**src/rtl/ga25_bus_master_if.sv**
```systemverilog
// CPU request/response and GA25 VRAM port signals of ga25_bus_master.
// The master modport is the initiator's view; slave is the CPU glue / GA25 side.
interface ga25_bus_master_if;
  logic        cpu_req;
  logic        cpu_we;
  logic [15:0] cpu_addr;
  logic [15:0] cpu_wdata;
  logic [1:0]  cpu_be;
  logic        cpu_ack;
  logic        cpu_err;
  logic [15:0] cpu_rdata;
  logic        mem_cs;
  logic        mem_rd;
  logic        mem_wr;
  logic [15:0] mem_addr;
  logic [15:0] mem_dout;
  logic [15:0] mem_din;
  logic        busy;

  modport master (
    input  cpu_req, cpu_we, cpu_addr, cpu_wdata, cpu_be, mem_din, busy,
    output cpu_ack, cpu_err, cpu_rdata, mem_cs, mem_rd, mem_wr, mem_addr, mem_dout
  );

  modport slave (
    output cpu_req, cpu_we, cpu_addr, cpu_wdata, cpu_be, mem_din, busy,
    input  cpu_ack, cpu_err, cpu_rdata, mem_cs, mem_rd, mem_wr, mem_addr, mem_dout
  );
endinterface

```
**src/rtl/ga25_bus_master.sv**
```systemverilog
// CPU-side initiator for the GA25 VRAM port: sequences edge-triggered accesses,
// enforces the idle gap between them and emulates byte writes by read-modify-write.
module ga25_bus_master #(
  parameter int TIMEOUT    = 1024,
  parameter int GAP_CYCLES = 2
) (
  input logic               clk,
  input logic               reset,
  ga25_bus_master_if.master bus
);
  localparam int TW = $clog2(TIMEOUT + 1);
  localparam int GW = $clog2(GAP_CYCLES + 1);
  localparam logic [TW-1:0] TO_LAST = TW'(TIMEOUT - 1);
  localparam logic [GW-1:0] GAP_MET = GW'(GAP_CYCLES);

  typedef enum logic [2:0] {
    IDLE     = 3'd0,
    RD_ISSUE = 3'd1,
    RD_WAIT  = 3'd2,
    GAP      = 3'd3,
    WR_ISSUE = 3'd4,
    WR_WAIT  = 3'd5
  } state_t;

  state_t      state_r;
  logic [GW-1:0] gap_cnt_r;
  logic [TW-1:0] to_cnt_r;
  logic        rmw_r;
  logic        pending_r;
  logic [1:0]  be_r;
  logic [15:0] wdata_r;
  logic        cpu_ack_r;
  logic        cpu_err_r;
  logic [15:0] cpu_rdata_r;
  logic        mem_cs_r;
  logic        mem_rd_r;
  logic        mem_wr_r;
  logic [15:0] mem_addr_r;
  logic [15:0] mem_dout_r;

  logic gap_met_s;
  logic to_hit_s;
  logic in_wait_s;

  // Enabled lanes come from the CPU write data, the rest from the word read back.
  function automatic logic [15:0] merge_bytes(input logic [1:0]  be,
                                              input logic [15:0] wdata,
                                              input logic [15:0] old);
    merge_bytes = {(be[1] ? wdata[15:8] : old[15:8]),
                   (be[0] ? wdata[7:0]  : old[7:0])};
  endfunction

  assign gap_met_s = (gap_cnt_r >= GAP_MET);
  assign to_hit_s  = (to_cnt_r == TO_LAST);
  assign in_wait_s = (state_r == RD_WAIT) || (state_r == WR_WAIT);

  // Access sequencer: gap pacing, issue/wait handshake, RMW merge and watchdog.
  always_ff @(posedge clk) begin
    if (reset) begin
      state_r     <= IDLE;
      gap_cnt_r   <= GAP_MET;
      to_cnt_r    <= '0;
      rmw_r       <= 1'b0;
      pending_r   <= 1'b0;
      be_r        <= 2'b00;
      wdata_r     <= 16'h0000;
      cpu_ack_r   <= 1'b0;
      cpu_err_r   <= 1'b0;
      cpu_rdata_r <= 16'h0000;
      mem_cs_r    <= 1'b0;
      mem_rd_r    <= 1'b0;
      mem_wr_r    <= 1'b0;
      mem_addr_r  <= 16'h0000;
      mem_dout_r  <= 16'h0000;
    end else begin
      cpu_ack_r <= 1'b0;
      cpu_err_r <= 1'b0;
      case (state_r)
        IDLE, GAP: begin
          if (!gap_met_s) begin
            gap_cnt_r <= gap_cnt_r + GW'(1);
          end else if (pending_r) begin
            // Second half of an RMW goes out without waiting for the CPU.
            pending_r <= 1'b0;
            to_cnt_r  <= '0;
            mem_cs_r  <= 1'b1;
            mem_wr_r  <= 1'b1;
            state_r   <= WR_ISSUE;
          end else if (bus.cpu_req) begin
            mem_addr_r <= {bus.cpu_addr[15:1], 1'b0};
            wdata_r    <= bus.cpu_wdata;
            be_r       <= bus.cpu_be;
            to_cnt_r   <= '0;
            if (!bus.cpu_we) begin
              rmw_r    <= 1'b0;
              mem_cs_r <= 1'b1;
              mem_rd_r <= 1'b1;
              state_r  <= RD_ISSUE;
            end else begin
              case (bus.cpu_be)
                2'b11: begin
                  mem_dout_r <= bus.cpu_wdata;
                  mem_cs_r   <= 1'b1;
                  mem_wr_r   <= 1'b1;
                  state_r    <= WR_ISSUE;
                end
                2'b01, 2'b10: begin
                  rmw_r    <= 1'b1;
                  mem_cs_r <= 1'b1;
                  mem_rd_r <= 1'b1;
                  state_r  <= RD_ISSUE;
                end
                default: begin
                  cpu_ack_r <= 1'b1;
                  state_r   <= IDLE;
                end
              endcase
            end
          end else begin
            state_r <= IDLE;
          end
        end
        RD_ISSUE, RD_WAIT, WR_ISSUE, WR_WAIT: begin
          if (in_wait_s && !bus.busy) begin
            mem_cs_r  <= 1'b0;
            mem_rd_r  <= 1'b0;
            mem_wr_r  <= 1'b0;
            gap_cnt_r <= '0;
            state_r   <= GAP;
            if ((state_r == RD_WAIT) && rmw_r) begin
              mem_dout_r <= merge_bytes(be_r, wdata_r, bus.mem_din);
              pending_r  <= 1'b1;
              rmw_r      <= 1'b0;
            end else if (state_r == RD_WAIT) begin
              cpu_rdata_r <= bus.mem_din;
              cpu_ack_r   <= 1'b1;
            end else begin
              cpu_ack_r <= 1'b1;
            end
          end else if (to_hit_s) begin
            mem_cs_r  <= 1'b0;
            mem_rd_r  <= 1'b0;
            mem_wr_r  <= 1'b0;
            cpu_ack_r <= 1'b1;
            cpu_err_r <= 1'b1;
            rmw_r     <= 1'b0;
            pending_r <= 1'b0;
            gap_cnt_r <= '0;
            state_r   <= GAP;
          end else begin
            to_cnt_r <= to_cnt_r + TW'(1);
            // Busy seen high in an issue state (even if already high) arms the wait.
            if (bus.busy && (state_r == RD_ISSUE)) begin
              state_r <= RD_WAIT;
            end else if (bus.busy && (state_r == WR_ISSUE)) begin
              state_r <= WR_WAIT;
            end else begin
              state_r <= state_r;
            end
          end
        end
        default: begin
          mem_cs_r  <= 1'b0;
          mem_rd_r  <= 1'b0;
          mem_wr_r  <= 1'b0;
          rmw_r     <= 1'b0;
          pending_r <= 1'b0;
          gap_cnt_r <= '0;
          state_r   <= GAP;
        end
      endcase
    end
  end

  assign bus.cpu_ack   = cpu_ack_r;
  assign bus.cpu_err   = cpu_err_r;
  assign bus.cpu_rdata = cpu_rdata_r;
  assign bus.mem_cs    = mem_cs_r;
  assign bus.mem_rd    = mem_rd_r;
  assign bus.mem_wr    = mem_wr_r;
  assign bus.mem_addr  = mem_addr_r;
  assign bus.mem_dout  = mem_dout_r;
endmodule
```
**src/flat_wrapper.sv**
```systemverilog
// flat-port wrapper written by rule: the top's interface ports become plain ports
module ga25_bus_master_flat 
#(
  parameter int TIMEOUT    = 1024,
  parameter int GAP_CYCLES = 2
)
  (clk, reset, bus_cpu_req, bus_cpu_we, bus_cpu_addr, bus_cpu_wdata, bus_cpu_be, bus_mem_din, bus_busy, bus_cpu_ack, bus_cpu_err, bus_cpu_rdata, bus_mem_cs, bus_mem_rd, bus_mem_wr, bus_mem_addr, bus_mem_dout);
  ga25_bus_master_if bus_i ();
  input logic clk;
  input logic reset;
  input wire logic [$bits(bus_i.cpu_req)-1:0] bus_cpu_req;
  input wire logic [$bits(bus_i.cpu_we)-1:0] bus_cpu_we;
  input wire logic [$bits(bus_i.cpu_addr)-1:0] bus_cpu_addr;
  input wire logic [$bits(bus_i.cpu_wdata)-1:0] bus_cpu_wdata;
  input wire logic [$bits(bus_i.cpu_be)-1:0] bus_cpu_be;
  input wire logic [$bits(bus_i.mem_din)-1:0] bus_mem_din;
  input wire logic [$bits(bus_i.busy)-1:0] bus_busy;
  output wire logic [$bits(bus_i.cpu_ack)-1:0] bus_cpu_ack;
  output wire logic [$bits(bus_i.cpu_err)-1:0] bus_cpu_err;
  output wire logic [$bits(bus_i.cpu_rdata)-1:0] bus_cpu_rdata;
  output wire logic [$bits(bus_i.mem_cs)-1:0] bus_mem_cs;
  output wire logic [$bits(bus_i.mem_rd)-1:0] bus_mem_rd;
  output wire logic [$bits(bus_i.mem_wr)-1:0] bus_mem_wr;
  output wire logic [$bits(bus_i.mem_addr)-1:0] bus_mem_addr;
  output wire logic [$bits(bus_i.mem_dout)-1:0] bus_mem_dout;
  assign bus_i.cpu_req = bus_cpu_req;
  assign bus_i.cpu_we = bus_cpu_we;
  assign bus_i.cpu_addr = bus_cpu_addr;
  assign bus_i.cpu_wdata = bus_cpu_wdata;
  assign bus_i.cpu_be = bus_cpu_be;
  assign bus_i.mem_din = bus_mem_din;
  assign bus_i.busy = bus_busy;
  assign bus_cpu_ack = bus_i.cpu_ack;
  assign bus_cpu_err = bus_i.cpu_err;
  assign bus_cpu_rdata = bus_i.cpu_rdata;
  assign bus_mem_cs = bus_i.mem_cs;
  assign bus_mem_rd = bus_i.mem_rd;
  assign bus_mem_wr = bus_i.mem_wr;
  assign bus_mem_addr = bus_i.mem_addr;
  assign bus_mem_dout = bus_i.mem_dout;
  ga25_bus_master #(.TIMEOUT(TIMEOUT), .GAP_CYCLES(GAP_CYCLES)) u_core (.clk(clk), .reset(reset), .bus(bus_i));
endmodule
```
**config.mk**
```make
export PLATFORM = sky130hd
export DESIGN_NAME = ga25_bus_master_flat
export DESIGN_NICKNAME = d
export VERILOG_FILES = /design/src/rtl/ga25_bus_master_if.sv /design/src/rtl/ga25_bus_master.sv /design/src/flat_wrapper.sv
export SDC_FILE = /design/constraint.sdc
export NUM_CORES = 1
export LEC_CHECK = 0
export ABC_CLOCK_PERIOD_IN_PS = 2140
export BUFFER_PORTS_ARGS = -buffer_cell sky130_fd_sc_hd__buf_4
export CORE_MARGIN = 4
export CORE_UTILIZATION = 31
export DETAILED_ROUTE_END_ITERATION = 7
export GPL_ROUTABILITY_DRIVEN = 0
export PLACE_DENSITY = 0.5
export SLEW_MARGIN = 15
export SYNTH_ARGS = -nofsm -noshare
export SYNTH_HDL_FRONTEND = slang
export SYNTH_SLANG_ARGS = --single-unit
```
**constraint.sdc**
```tcl
create_clock -name clk -period 2.14 [get_ports clk]
set_clock_uncertainty 0.1 [all_clocks]
set_input_delay 0.214 -clock clk [delete_from_list [all_inputs] [get_ports clk]]
set_output_delay 0.214 -clock clk [all_outputs]
set_load 0.03 [all_outputs]
```
Word-level counts from Yosys, hierarchy flattened
Index checks and enable logic that the tools add are counted.
- bitwise logic cells: 3
- eq/ne operators: 27
- add/sub/neg operators: 2
- reduce and logical (&&, ||, !) cells: 24
- mux-type cells: 70
- magnitude comparators: 1
- operators with widths (operator ; count):
    $mux 16 ; 7
    $mux 11 ; 5
    $mux 1 ; 34
    $pmux 16 s2 ; 1
    $mux 3 ; 8
    $pmux 11 s2 ; 1
    $mux 8 ; 2
    $reduce_and 5->1 ; 3
    $ne 2x2->1 const B ; 7
    $pmux 1 s2 ; 6
    $pmux 3 s2 ; 2
    $reduce_and 4->1 ; 3
    $add 11x1->11 const B ; 1
    $eq 11x10->1 const B ; 1
    $ne 3x2->1 const B ; 3
    $reduce_and 8->1 ; 1
    $eq 3x2->1 const B ; 2
    $eq 3x3->1 const B ; 2
    $mux 2 ; 3
    $ne 2x1->1 const B ; 3
    $ne 3x3->1 const B ; 2
    $reduce_and 6->1 ; 1
    $reduce_or 3->1 ; 2
    $ne 5x1->1 const B ; 1
    other kinds (18) ; 26
- bits of input ports: 55
- register bits after elaboration: 88
- logic and storage cells: 142

Logic depth before layout (Yosys ltp)
Gate-level depths: netlist of run 1.
- depth in word-level cells: 8
- mapped depth: 9
- gate-level depth less buffers: 7

Worst setup path before layout of run 1
Ideal clock, no wire load.
- path type: register -> register
- start point: register u_core.gap_cnt_r[1]
- end point: register u_core.mem_dout_r[10] (netlist: u_core.bus.mem_dout[10])
- clock period less this slack: 2156 ps
- library setup time: 132 ps
- slack: -16 ps
- data required time: 1908 ps
- buffers on the path: 2
- stages on the path, launching flop included: 9
- arrival: 1924 ps
- path through: dfxtp_1 -> ha_1 -> nor2_2 -> or4_1 -> buf_2 -> o21a_1 -> buf_2 -> nand2_1 -> a21oi_1
- word-level cells in the longest chain between the ends: 3
- RTL lines (element ; RTL line ; text):
    from (decl) ; ga25_bus_master.sv:26 ; logic [GW-1:0] gap_cnt_r;
    from (signal assigned) ; ga25_bus_master.sv:81 ; gap_cnt_r <= gap_cnt_r + GW'(1);
    $ge 2x2->1 ; ga25_bus_master.sv:53 ; assign gap_met_s = (gap_cnt_r >= GAP_MET);
    $ne 2x1->1 (no line) ; n/a ;
    $reduce_and 8->1 (no line) ; n/a ;
    to (signal assigned) ; ga25_bus_master.sv:102 ; mem_dout_r <= bus.cpu_wdata;
    to (signal assigned) ; ga25_bus_master.sv:131 ; mem_dout_r <= merge_bytes(be_r, wdata_r, bus.mem_din);
    to (decl) ; ga25_bus_master.sv:39 ; logic [15:0] mem_dout_r;
No other way between the ends.
A chain may end at the register's enable or synchronous reset.

Worst setup path in the final report of run 1
- start point: register u_core.state_r[0]
- end point: register u_core.mem_wr_r (netlist: u_core.bus.mem_wr)
- word-level cells in the longest chain between the ends: 5
- elaborated cells between the ends (all ways): 18
- those cells by class: eq/ne: 10; mux: 2; reduce/logical: 6
- RTL lines (element ; RTL line ; text):
    from (decl) ; ga25_bus_master.sv:25 ; state_t state_r;
    from (signal assigned) ; ga25_bus_master.sv:158 ; state_r <= state_r;
    $eq 3x2->1 or $eq 3x3->1 (tied branches) ; ga25_bus_master.sv:55, ga25_bus_master.sv:78 ;
    $logic_or 1x1->1 ; ga25_bus_master.sv:55 ; assign in_wait_s = (state_r == RD_WAIT) || (state_r == WR_WAIT);
    $logic_and 1x1->1 ; ga25_bus_master.sv:124 ; if (in_wait_s && !bus.busy) begin
    $ne 3x1->1 (no line) or $mux 1 (tied branches) ; n/a ;
    $reduce_and 5->1 (no line) or $pmux 1 s2 (tied branches) ; n/a ;
    to (signal assigned) ; ga25_bus_master.sv:72 ; mem_wr_r <= 1'b0;
    to (signal assigned) ; ga25_bus_master.sv:127 ; mem_wr_r <= 1'b0;
    to (signal assigned) ; ga25_bus_master.sv:143 ; mem_wr_r <= 1'b0;
    to (decl) ; ga25_bus_master.sv:37 ; logic mem_wr_r;
Several ways; a longest one is shown, not always the timed one.

==> results of run 1 <==
## kinds of logic after synthesis
kind of cell,Yosys count
AO/OA/AOI/OAI,141
AND/OR/NAND/NOR,208
multiplexers,16
flip-flops,88
XOR/XNOR,3
adder cells (fa/ha/maj),4
other,1
buffers and inverters,42
## worst reg2reg max path: stages, from the launching register on
cell and delay, ps:
dfxtp_1 350, and3b_1 210, o31a_1 310, buf_4 160, nor2_1 320, buf_4 230
nor3_1 60, o21a_1 170
## how the worst max path moves through the flow
stage | to | slack [ps]
2_1_floorplan | u_core.bus.mem_dout[10] | 5
5_1_grt | u_core.state_r[0] | 2
6_report | u_core.bus.mem_wr | 130
3_3_place_gp | u_core.bus.mem_dout[12] | 80
4_1_cts | u_core.bus.mem_dout[12] | 30
3_5_place_dp | u_core.state_r[2] | -20
## cells in the final DEF, fill, tap and decap left out, types with 5 or more instances in the layout
cell,Yosys,layout
nor3_1,6,6
dfxtp_1,88,85
buf_4,2,139
o21ai_0,9,9
nor2_1,11,11
a311oi_2,7,7
o211ai_1,16,16
nand2b_1,8,8
clkbuf_16,0,9
mux2i_1,16,16
inv_1,7,7
nand3_1,5,5
a21oi_1,79,79
nand2_1,148,148
## layer usage
| layer | part of all wire (%) | vias to the layer above | routed length, um | GRT usage (%) |
|---|---|---|---|---|
| li1 | - | 1993 | - | - |
| met1 | 47 | 1805 | 5800 | 22.3 |
| met2 | 45 | 113 | 5480 | 25.7 |
| met3 | 6.0 | 17 | 728 | 3.62 |
| met4 | 1.8 | 0 | 217 | 6.37 |
| met5 | 0 | - | 0 | 0 |
## flip-flops by register name, indices dropped and copies added, names as in the netlist, 2 cells and up
register / cells
u_core.bus.cpu_rdata: 16
u_core.bus.mem_dout: 16
u_core.wdata_r: 16
u_core.bus.mem_addr: 15
u_core.to_cnt_r: 11
u_core.state_r: 3
u_core.be_r: 2
u_core.gap_cnt_r: 2
## what timing repair did
item                                   in CTS  in global routing
pin swaps                                   0                  2
setup endpoints to repair                   1                 29
endpoints found under the hold margin       0                  0
setup buffers                               0                  1
gates resized for setup                     2                  9
## stage by stage
stage	util (%)	total power [mW]
detailed placement	41.2	5.58
floorplan	-	4.27
global route	43.8	7.59
finish	43.8	7.07
CTS	43.5	7.10
global placement	41.2	5.51
## power breakdown
part	internal (mW)	switching (mW)
Combinational	1.35	2.11
Sequential	1.92	0.199
Clock	0.822	0.668
Total	4.10	2.97
## area by class of cell
type                            instances  area [um^2]
Clock buffer                           12          246
Multi-Input combinational cell        373         2140
Clock inverter                          4         28.8
Inverter                                7         26.3
Sequential cell                        88         1770
Fill cell                            1316         7120
Tap cell                              172          215
Timing Repair Buffer                  143         1120
==> metrics.md, run 1 <==
| Metric | Value |
|---|---|
| R2r setup slk | 130 ps |
| I/O pin cnt | between 100 and 150 |
| Number of cells on the critical path | 7 |
| Hold WS | 17.3 ps |
| Netlist cell types | between 60 and 70 |
| First-pass GRT wire length | between 15000 and 20000 um |
| Final ANT Viol Nets | 0 |
| RSZ-0062 raised after global routing | false |
| Top-area cell type share of the netlist area | 43.7% |
| EDFF count, synth | 0 |
| Post-Synth Adder-Cell Area | between 1 and 1.5% |
| Post-Syn Nets | 562 |
| Post-CTS Hold Fix Bufs | 0 |
| WL final | between 10000 and 15000 um |
| Crit path buffers/inverters | 2 |
| Most frequent CP cell | buf_4 |
| Min Clock Period, post-route | approximately 2000 ps |
| Async S/R FF share, synth | 0% |
| Reg2Reg Capture Point | u_core.bus.mem_wr |
| Post-Syn Instances | 503 |
| Core outline area | between 10000 and 15000 um^2 |
| Static Leak | ~2.2 nW |
| Worst-Margin Slew | between 600 and 700 ps |
| Yosys warnings | 0 |
| Die Span X | 122 um |
| Grt total ovfl | 0 |
| Port bufs | about 110 |
| Post-DP Area | 5220 um^2 |
| Largest family of logic cells by synthesized area | simple AND/OR/NAND/NOR gates |
| Commonest cells post-synth | 148 x nand2_1, 88 x dfxtp_1, 79 x a21oi_1 |
| Post-Synthesis Cell Area | 4030 um^2 |
| Critical Path Start | u_core.state_r[0] |
| Die height | ~120 um |
| Required time of the critical path | 2280 ps |
| Crit path kind | register to register |
| Via count of the first global-routing pass | between 3000 and 4000 |
| Post-synthesis simple-gate area fraction | between 20% and 30% |
| Final instance area | 5550 um^2 |
| Slowest cell delay on critical path | 350 ps |
| CTS tree | built |
| Max-slew headroom at the worst pin | a little over half |
| Cells after DPL | 782 |
| Final Non-Filler Cells | between 700 and 800 |
| Number of synthesized register bits | between 80 and 90 |
| Post-synthesis xor/xnor area fraction | less than 1% |
| Max-slew violations | 0 |
| Hold Path Sink | u_core.bus.mem_addr[13] |
| Worst reg2reg path startpoint | u_core.state_r[0] |
| Synth Flop Type | dfxtp_1 |
| Worst VDD drop | ~680 uV |
| PwrDens | between 1000 and 1500 nW/um^2 |
| Worst Setup Slack post-DPL | -16.3 ps |
| Compound-Gate Fraction of Synth Area | approximately 22% |
| Num rows | 41 |
| Nets | approximately 680 |
| GRT Total Usage | 16.5% |
| Crit share post-route | around 94% |
| Critical path arrival | 2150 ps |
| CTS sink cnt | 88 |
| Die area | around 15000 um^2 |
| Min-delay worst type | primary input to register |
| Syn avg cell area | around 8.0 um^2 |
| Crit Path Max Fanout | 5 |
| Clock transition at path regs | 60 ps |
| # setup viols final | 0 |
| Initial Util | about a third |
| Dpl hpwl | slightly below 9000 um |
| Antenna Cells | 0 |
| Most frequent cell after synthesis | nand2_1 |
| Cell family with most CP delay | simple AND/OR/NAND/NOR gates |
| CTS root buffer | clkbuf_16 |
| CP max-delay cell | dfxtp_1 |
| Outcome | finished, final reports clean |
| Clock Path Buffers | 2 |
| Setup ws final | between 100 and 150 ps |
| Min-delay src | bus_cpu_addr[13] |
| Area growth syn-to-layout | 37.6% |
| Num CTS Buffers | 9 |
| Wire per inst | 15.3 um |
| Worst reg2reg path depth | 7 |
| CP endpoint kind | register |
| Top cells by area, synth | dfxtp_1 44%, nand2_1 14%, a21oi_1 9.8%, mux2i_1 4.0%, o211ai_1 3.0% |
| Vias/cell | between 4 and 5 |
| Largest net degree at the start of global routing | just over 60 |
| Initial antenna violation count | 0 |
| DR vias | just under 4000 |
| WHS Path Cells | 3 |
| Final hold viol count | 0 |
| DRT iter0 DRCs | approximately 240 |
| Drt drc | 0 |
| # H-tree levels | 3 |
| Max-Cap Viols | 0 |
| CP Launch Type | register |
| Total negative slack | 0 ps |
| DRT Pass-1 Iters | 4 |
| Proportion of synthesized chip area in sequential cells | a little over two fifths |
| Multiplexer share of the synthesized area | approximately 4.0% |
| Cell accounting for the most synthesized area | dfxtp_1 |
| Max Freq | 496 MHz |
| Share of post-route cells with drive strength above 1 | ~30% |
| CP Cell Sequence | and3b_1 > o31a_1 > buf_4 > nor2_1 > buf_4 > nor3_1 > o21a_1 |
| Worst-skew pair later-pin latency | about 340 ps |
No activity file was read; power rests on OpenSTA's default activity.
==> run 2, diff against run 1 <==
--- a/config.mk
+++ b/config.mk
@@ -8,10 +8,10 @@
 export ABC_CLOCK_PERIOD_IN_PS = 2140
 export BUFFER_PORTS_ARGS = -buffer_cell sky130_fd_sc_hd__buf_4
 export CORE_MARGIN = 4
-export CORE_UTILIZATION = 31
+export CORE_UTILIZATION = 30
 export DETAILED_ROUTE_END_ITERATION = 7
 export GPL_ROUTABILITY_DRIVEN = 0
-export PLACE_DENSITY = 0.5
+export PLACE_DENSITY = 0.48
 export SLEW_MARGIN = 15
 export SYNTH_ARGS = -nofsm -noshare
 export SYNTH_HDL_FRONTEND = slang
==> run 2 against run 1 <==
  * Sequential cell count stayed put
  * Critical path type unchanged
  * Wire length down 0.16%
  * Utilization decreased by 1.5 points
  * Largest cell class unchanged
  * Critical path depth rose by 1
  * Fmax is 0.19% lower
==> metrics.md, run 2 (synthesis gave the netlist of run 1 again) <==
| Metric | Value |
|---|---|
| Dpl hpwl | roughly 8900 um |
| Switch share | about two fifths |
| Clk pwr share | 21.4% |
| Core outline area | about 13000 um^2 |
| Overall power | between 7 and 8 mW |
| Critical Path Start | u_core.to_cnt_r[0] |
| CP endpoint kind | register |
| Die Span X | approximately 120 um |
| Largest net degree at the start of global routing | 67 |
| Psw | 2.94 mW |
| CP Cell Sequence | ha_1 > nand3_2 > buf_4 > nor3_4 > nor4_1 > a221o_1 > buf_4 > a311oi_2 |
| Slowest cell delay on critical path | between 300 and 400 ps |
| Crit path kind | register to register |
| Antenna Cells | 0 |
| GRT Total Usage | 15.8% |
| Max-Cap Viols | 0 |
| Drt drc | 0 |
| Reg2Reg Capture Point | u_core.to_cnt_r[3] |
| CTS tree | built |
| # H-tree levels | 3 |
| Vias/cell | between 4 and 5 |
| DRT Pass-1 Iters | 4 |
| WL final | roughly 12000 um |
| Critical path arrival | approximately 2200 ps |
| Min Clock Period, post-route | between 2000 and 2500 ps |
| Worst reg2reg path startpoint | u_core.to_cnt_r[0] |
| Comb power frac | roughly 48% |
| Crit share post-route | 94.3% |
| DR vias | 3908 |
| Die area | about 15000 um^2 |
| Clock Path Buffers | 2 |
| Internal Pwr Total | between 4 and 5 mW |
| Most frequent CP cell | buf_4 |
| Initial antenna violation count | 0 |
| Fillers | approximately 1300 |
| I/O pin cnt | about 110 |
| Max-slew headroom at the worst pin | 63.9% |
| First-pass GRT wire length | about 19000 um |
| Min-delay worst type | primary input to register |
| Area growth syn-to-layout | 38.2% |
| Total negative slack | 0 ps |
| Post-DP Area | approximately 5300 um^2 |
| Final ANT Viol Nets | 0 |
| CTS root buffer | clkbuf_16 |
| # setup viols final | 0 |
| Worst-Margin Slew | 541 ps |
| Final hold viol count | 0 |
| PwrDens | around 1300 nW/um^2 |
| CTS sink cnt | 88 |
| Share of post-route cells with drive strength above 1 | 29.0% |
| Worst reg2reg path depth | 8 |
| Static Leak | 2.19 nW |
| Num rows | 42 |
| Wire per inst | around 15 um |
| Commonest non-fill, non-tap cell in the layout | nand2_1 |
| Clock transition at path regs | about 70 ps |
| Die height | about 120 um |
| Num CTS Buffers | 9 |
| DRT iter0 DRCs | around 180 |
| Initial Util | slightly above 30% |
| Required time of the critical path | between 2000 and 2500 ps |
| Commonest cells after routing, fill and taps aside | 148 x nand2_1, 140 x buf_4, 86 x dfxtp_1, 79 x a21oi_1 |
| CP max-delay cell | dfxtp_1 |
| Max Freq | 496 MHz |
| Worst-skew pair later-pin latency | between 300 and 400 ps |
| Max-slew violations | 0 |
| WHS Path Cells | 3 |
| Crit Path Max Fanout | 7 |
| Final instance area | approximately 5600 um^2 |
| CP Capture Point | u_core.to_cnt_r[3] |
| CP Launch Type | register |
| Part of the power in registers | slightly above 30% |
| Worst VDD drop | around 580 uV |
| Outcome | finished, final reports clean |
| Via count of the first global-routing pass | about 3600 |
| Nets | between 600 and 700 |
| Port bufs | 105 |
| R2r setup slk | 120 ps |
| Grt total ovfl | 0 |
## run 2: worst min-delay path by stage
stage	start	to
after detailed placement	u_core.to_cnt_r[10]	u_core.to_cnt_r[10]
after global routing	bus_cpu_addr[4]	u_core.bus.mem_addr[4]
after CTS	bus_cpu_addr[7]	u_core.bus.mem_addr[7]
final	bus_cpu_addr[6]	u_core.bus.mem_addr[6]
after floorplan	bus_cpu_wdata[0]	u_core.wdata_r[0]
after global placement	u_core.to_cnt_r[10]	u_core.to_cnt_r[10]
## run 2: per-stage QoR
stage / hold slack [ps] / cells / utilization, % / setup slack (ps)
after floorplan: 250 / 503 / - / 4.61
after global placement: 338 / 789 / 39.9 / 99.6
after detailed placement: 336 / 789 / 39.9 / 40.1
after CTS: 0.246 / 806 / 42.1 / 10.9
after global routing: 7.13 / 806 / 42.3 / -21.0
final: 11.1 / 806 / 42.3 / 122
## run 2: power groups by stage
stage                     clock network, mW  registers, mW  logic, mW
after floorplan                           0           2.37       1.90
after global placement                    0           2.16       3.36
after detailed placement                  0           2.16       3.39
after CTS                              1.55           2.13       3.39
after global routing                   1.61           2.17       3.75
final                                  1.51           2.13       3.39
## run 2: critical path: cells and delay by family, from the launching register on
kind / cells / cell delay (ps)
AND/OR/NAND/NOR: 3 / 410
buffers and inverters: 2 / 340
flip-flops: 1 / 330
AO/OA/AOI/OAI: 2 / 540
adder cells (fa/ha/maj): 1 / 200
## run 2: per-layer routing
metal	global-route usage (%)	wire (um)
met5	0	0
met3	4.31	925
met1	21.8	5760
met4	6.91	267
met2	22.9	5250
## run 2: what timing repair did
action | in CTS | in global routing
resized for setup | 0 | 7
buffers inserted | 0 | 0
endpoints found under the setup margin | 0 | 15
hold buffers | 1 | 0
endpoints found under the hold margin | 1 | 0
## run 2: area by class of cell
| type | instances | area [um^2] | area share (%) |
|---|---|---|---|
| sequential | 88 | 1760 | 31.6 |
| clock inverter | 4 | 28.8 | 0.516 |
| inverter | 7 | 26.3 | 0.471 |
| tap | 176 | 220 | 3.95 |
| timing repair buffer | 146 | 1160 | 20.8 |
| multi-input combinational | 373 | 2130 | 38.2 |
| clock buffer | 12 | 246 | 4.42 |
==> run 3, diff against run 2 <==
--- a/config.mk
+++ b/config.mk
@@ -7,7 +7,8 @@
 export LEC_CHECK = 0
 export ABC_CLOCK_PERIOD_IN_PS = 2140
 export BUFFER_PORTS_ARGS = -buffer_cell sky130_fd_sc_hd__buf_4
-export CORE_MARGIN = 4
+export CORE_ASPECT_RATIO = 1.1
+export CORE_MARGIN = 5
 export CORE_UTILIZATION = 30
 export DETAILED_ROUTE_END_ITERATION = 7
 export GPL_ROUTABILITY_DRIVEN = 0
==> run 3 against run 2 <==
  * First-iteration DRC count fell by 6.8%
  * Clock-buffer cell count down 3
  * Power is 0.12% higher
  * Via count up 1.5%
  * Utilization about the same
  * Register-to-register slack better by 40 ps
  * Critical path type unchanged
  * Critical endpoint is now u_core.to_cnt_r[2]
==> metrics.md, run 3 (synthesis gave the netlist of run 1 again) <==
| Metric | Value |
|---|---|
| # setup viols final | 0 |
| Static Leak | 2.21 nW |
| Min-delay worst type | primary input to register |
| Clock transition at path regs | ~70 ps |
| Max-slew violations | 0 |
| Hold WS | ~17 ps |
| Commonest cells after routing, fill and taps aside | 148 x nand2_1, 140 x buf_4, 86 x dfxtp_1, 79 x a21oi_1 |
| Fillers | 1386 |
| Drt drc | 0 |
| Max-slew headroom at the worst pin | 60.5% |
| Port bufs | between 100 and 150 |
| Largest net degree at the start of global routing | 50 |
| Slowest cell delay on critical path | 320 ps |
| # H-tree levels | 3 |
| Top sig layer | met4 |
| DRT Pass-1 Iters | 4 |
| Crit path kind | register to register |
| Final hold viol count | 0 |
| CP Cell Sequence | inv_1 > ha_2 > buf_4 > o22a_1 > nand2_1 > o21ai_0 > a221o_1 > buf_4 > a311oi_1 |
| Metal2 WL | 6010 um |
| Die Span X | approximately 120 um |
| Die height | between 100 and 150 um |
| Final ANT Viol Nets | 0 |
| CTS sink cnt | just under 90 |
| Outcome | finished, final reports clean |
| GRT Total Usage | 15.8% |
| Area growth syn-to-layout | 38.6% |
| WL met3 | approximately 870 um |
| Worst Setup Slack post-DPL | -0.00444 ps |
| Crit path buffers/inverters | 3 |
| Share of post-route cells with drive strength above 1 | between 20% and 30% |
| PwrDens | about 1300 nW/um^2 |
| Final Non-Filler Cells | approximately 790 |
| Crit Path Max Fanout | 11 |
| Setup ws final | around 160 ps |
| I/O pin cnt | 108 |
| Total negative slack | 0 ps |
| Via count of the first global-routing pass | 4076 |
| DRT iter0 DRCs | 165 |
| DR vias | between 3000 and 4000 |
| Max-Cap Viols | 0 |
| Critical path arrival | roughly 2100 ps |
| Core Util, Final | 42.3% |
| CP max-delay cell | dfxtp_1 |
| Vias/cell | approximately 5.0 |
| Most frequent CP cell | buf_4 |
| Worst-skew pair later-pin latency | roughly 350 ps |
| RSZ-0062 raised after global routing | false |
| Nets | around 700 |
| CTS tree | built |
| Max Freq | between 500 and 600 MHz |
| Core outline area | 13200 um^2 |
| Post-CTS Hold Fix Bufs | 0 |
| Worst VDD drop | 584 uV |
| Wire per inst | around 16 um |
| Initial antenna violation count | 0 |
| Required time of the critical path | 2300 ps |
| Worst-Margin Slew | 593 ps |
| Post-DP Area | roughly 5300 um^2 |
| Cell family with most CP delay | compound AO/OA/AOI/OAI gates |
| Min Clock Period, post-route | a little under 2000 ps |
| Cells after DPL | just under 800 |
| Grt total ovfl | 0 |
| Initial Util | 30.5% |
| Overall power | 7.04 mW |
| Crit share post-route | around 93% |
| Antenna Cells | 0 |
| Num rows | 44 |
| Dpl hpwl | a little under 9000 um |
| CP endpoint kind | register |
| Commonest non-fill, non-tap cell in the layout | nand2_1 |
| WL met1 | roughly 5300 um |
| CP Launch Type | register |
| Final instance area | about 5600 um^2 |
| CTS root buffer | clkbuf_16 |
| Clock Path Buffers | 2 |
| Die area | 15900 um^2 |
| WL final | 12400 um |
| Num CTS Buffers | 9 |
| First-pass GRT wire length | just over 20000 um |
run 3: changes by cell type in the layout (fill, tap and decap cells not counted), moves of 2 or more:
cell        delta
clkbuf_1       -2
clkinv_4       +2
clkinv_2       +3
clkinvlp_4     -2
run 3: final cells by class:
class	instances	area, um^2	area share, %
repair buffers	146	1170	21.0
inverters	7	26.3	0.470
multi-input cells	373	2150	38.5
clock inverters	7	46.3	0.828
clock buffers	9	225	4.03
well taps	161	201	3.60
flip-flops and latches	88	1760	31.6
run 3: report_power, final:
| group | leakage (nW) | switching, mW | internal, mW |
|---|---|---|---|
| combinational | 1.35 | 2.06 | 1.35 |
| sequential | 0.716 | 0.234 | 1.92 |
| clock | 0.139 | 0.681 | 0.787 |
run 3: path summary, 6_finish.rpt:
check	from	endpoint	slack [ps]	depth (start not counted)
worst max-delay path	u_core.gap_cnt_r[0]	u_core.to_cnt_r[2]	160	9
worst min-delay path	bus_cpu_addr[4]	u_core.bus.mem_addr[4]	20	3
worst max register to register	u_core.gap_cnt_r[0]	u_core.to_cnt_r[2]	160	9
worst min register to register	u_core.bus.mem_dout[7]	u_core.bus.mem_dout[7]	350	2
run 3: what timing repair did:
item,4_1_cts,5_1_grt
hold endpoints to repair,0,0
endpoints found under the setup margin,0,22
resized for setup,0,11
setup buffers,0,0
run 3: tightest hold or removal path: stages:
cell and delay [ps]:
buf_4 110, nand2_1 50, a21oi_1 50
run 3: layer usage:
layer  track usage, %  vias to the layer above
met5                0                        -
met4             4.41                        0
met3             6.06                       12
met2             26.8                       82
met1             18.5                     1871
li1                 -                     2001
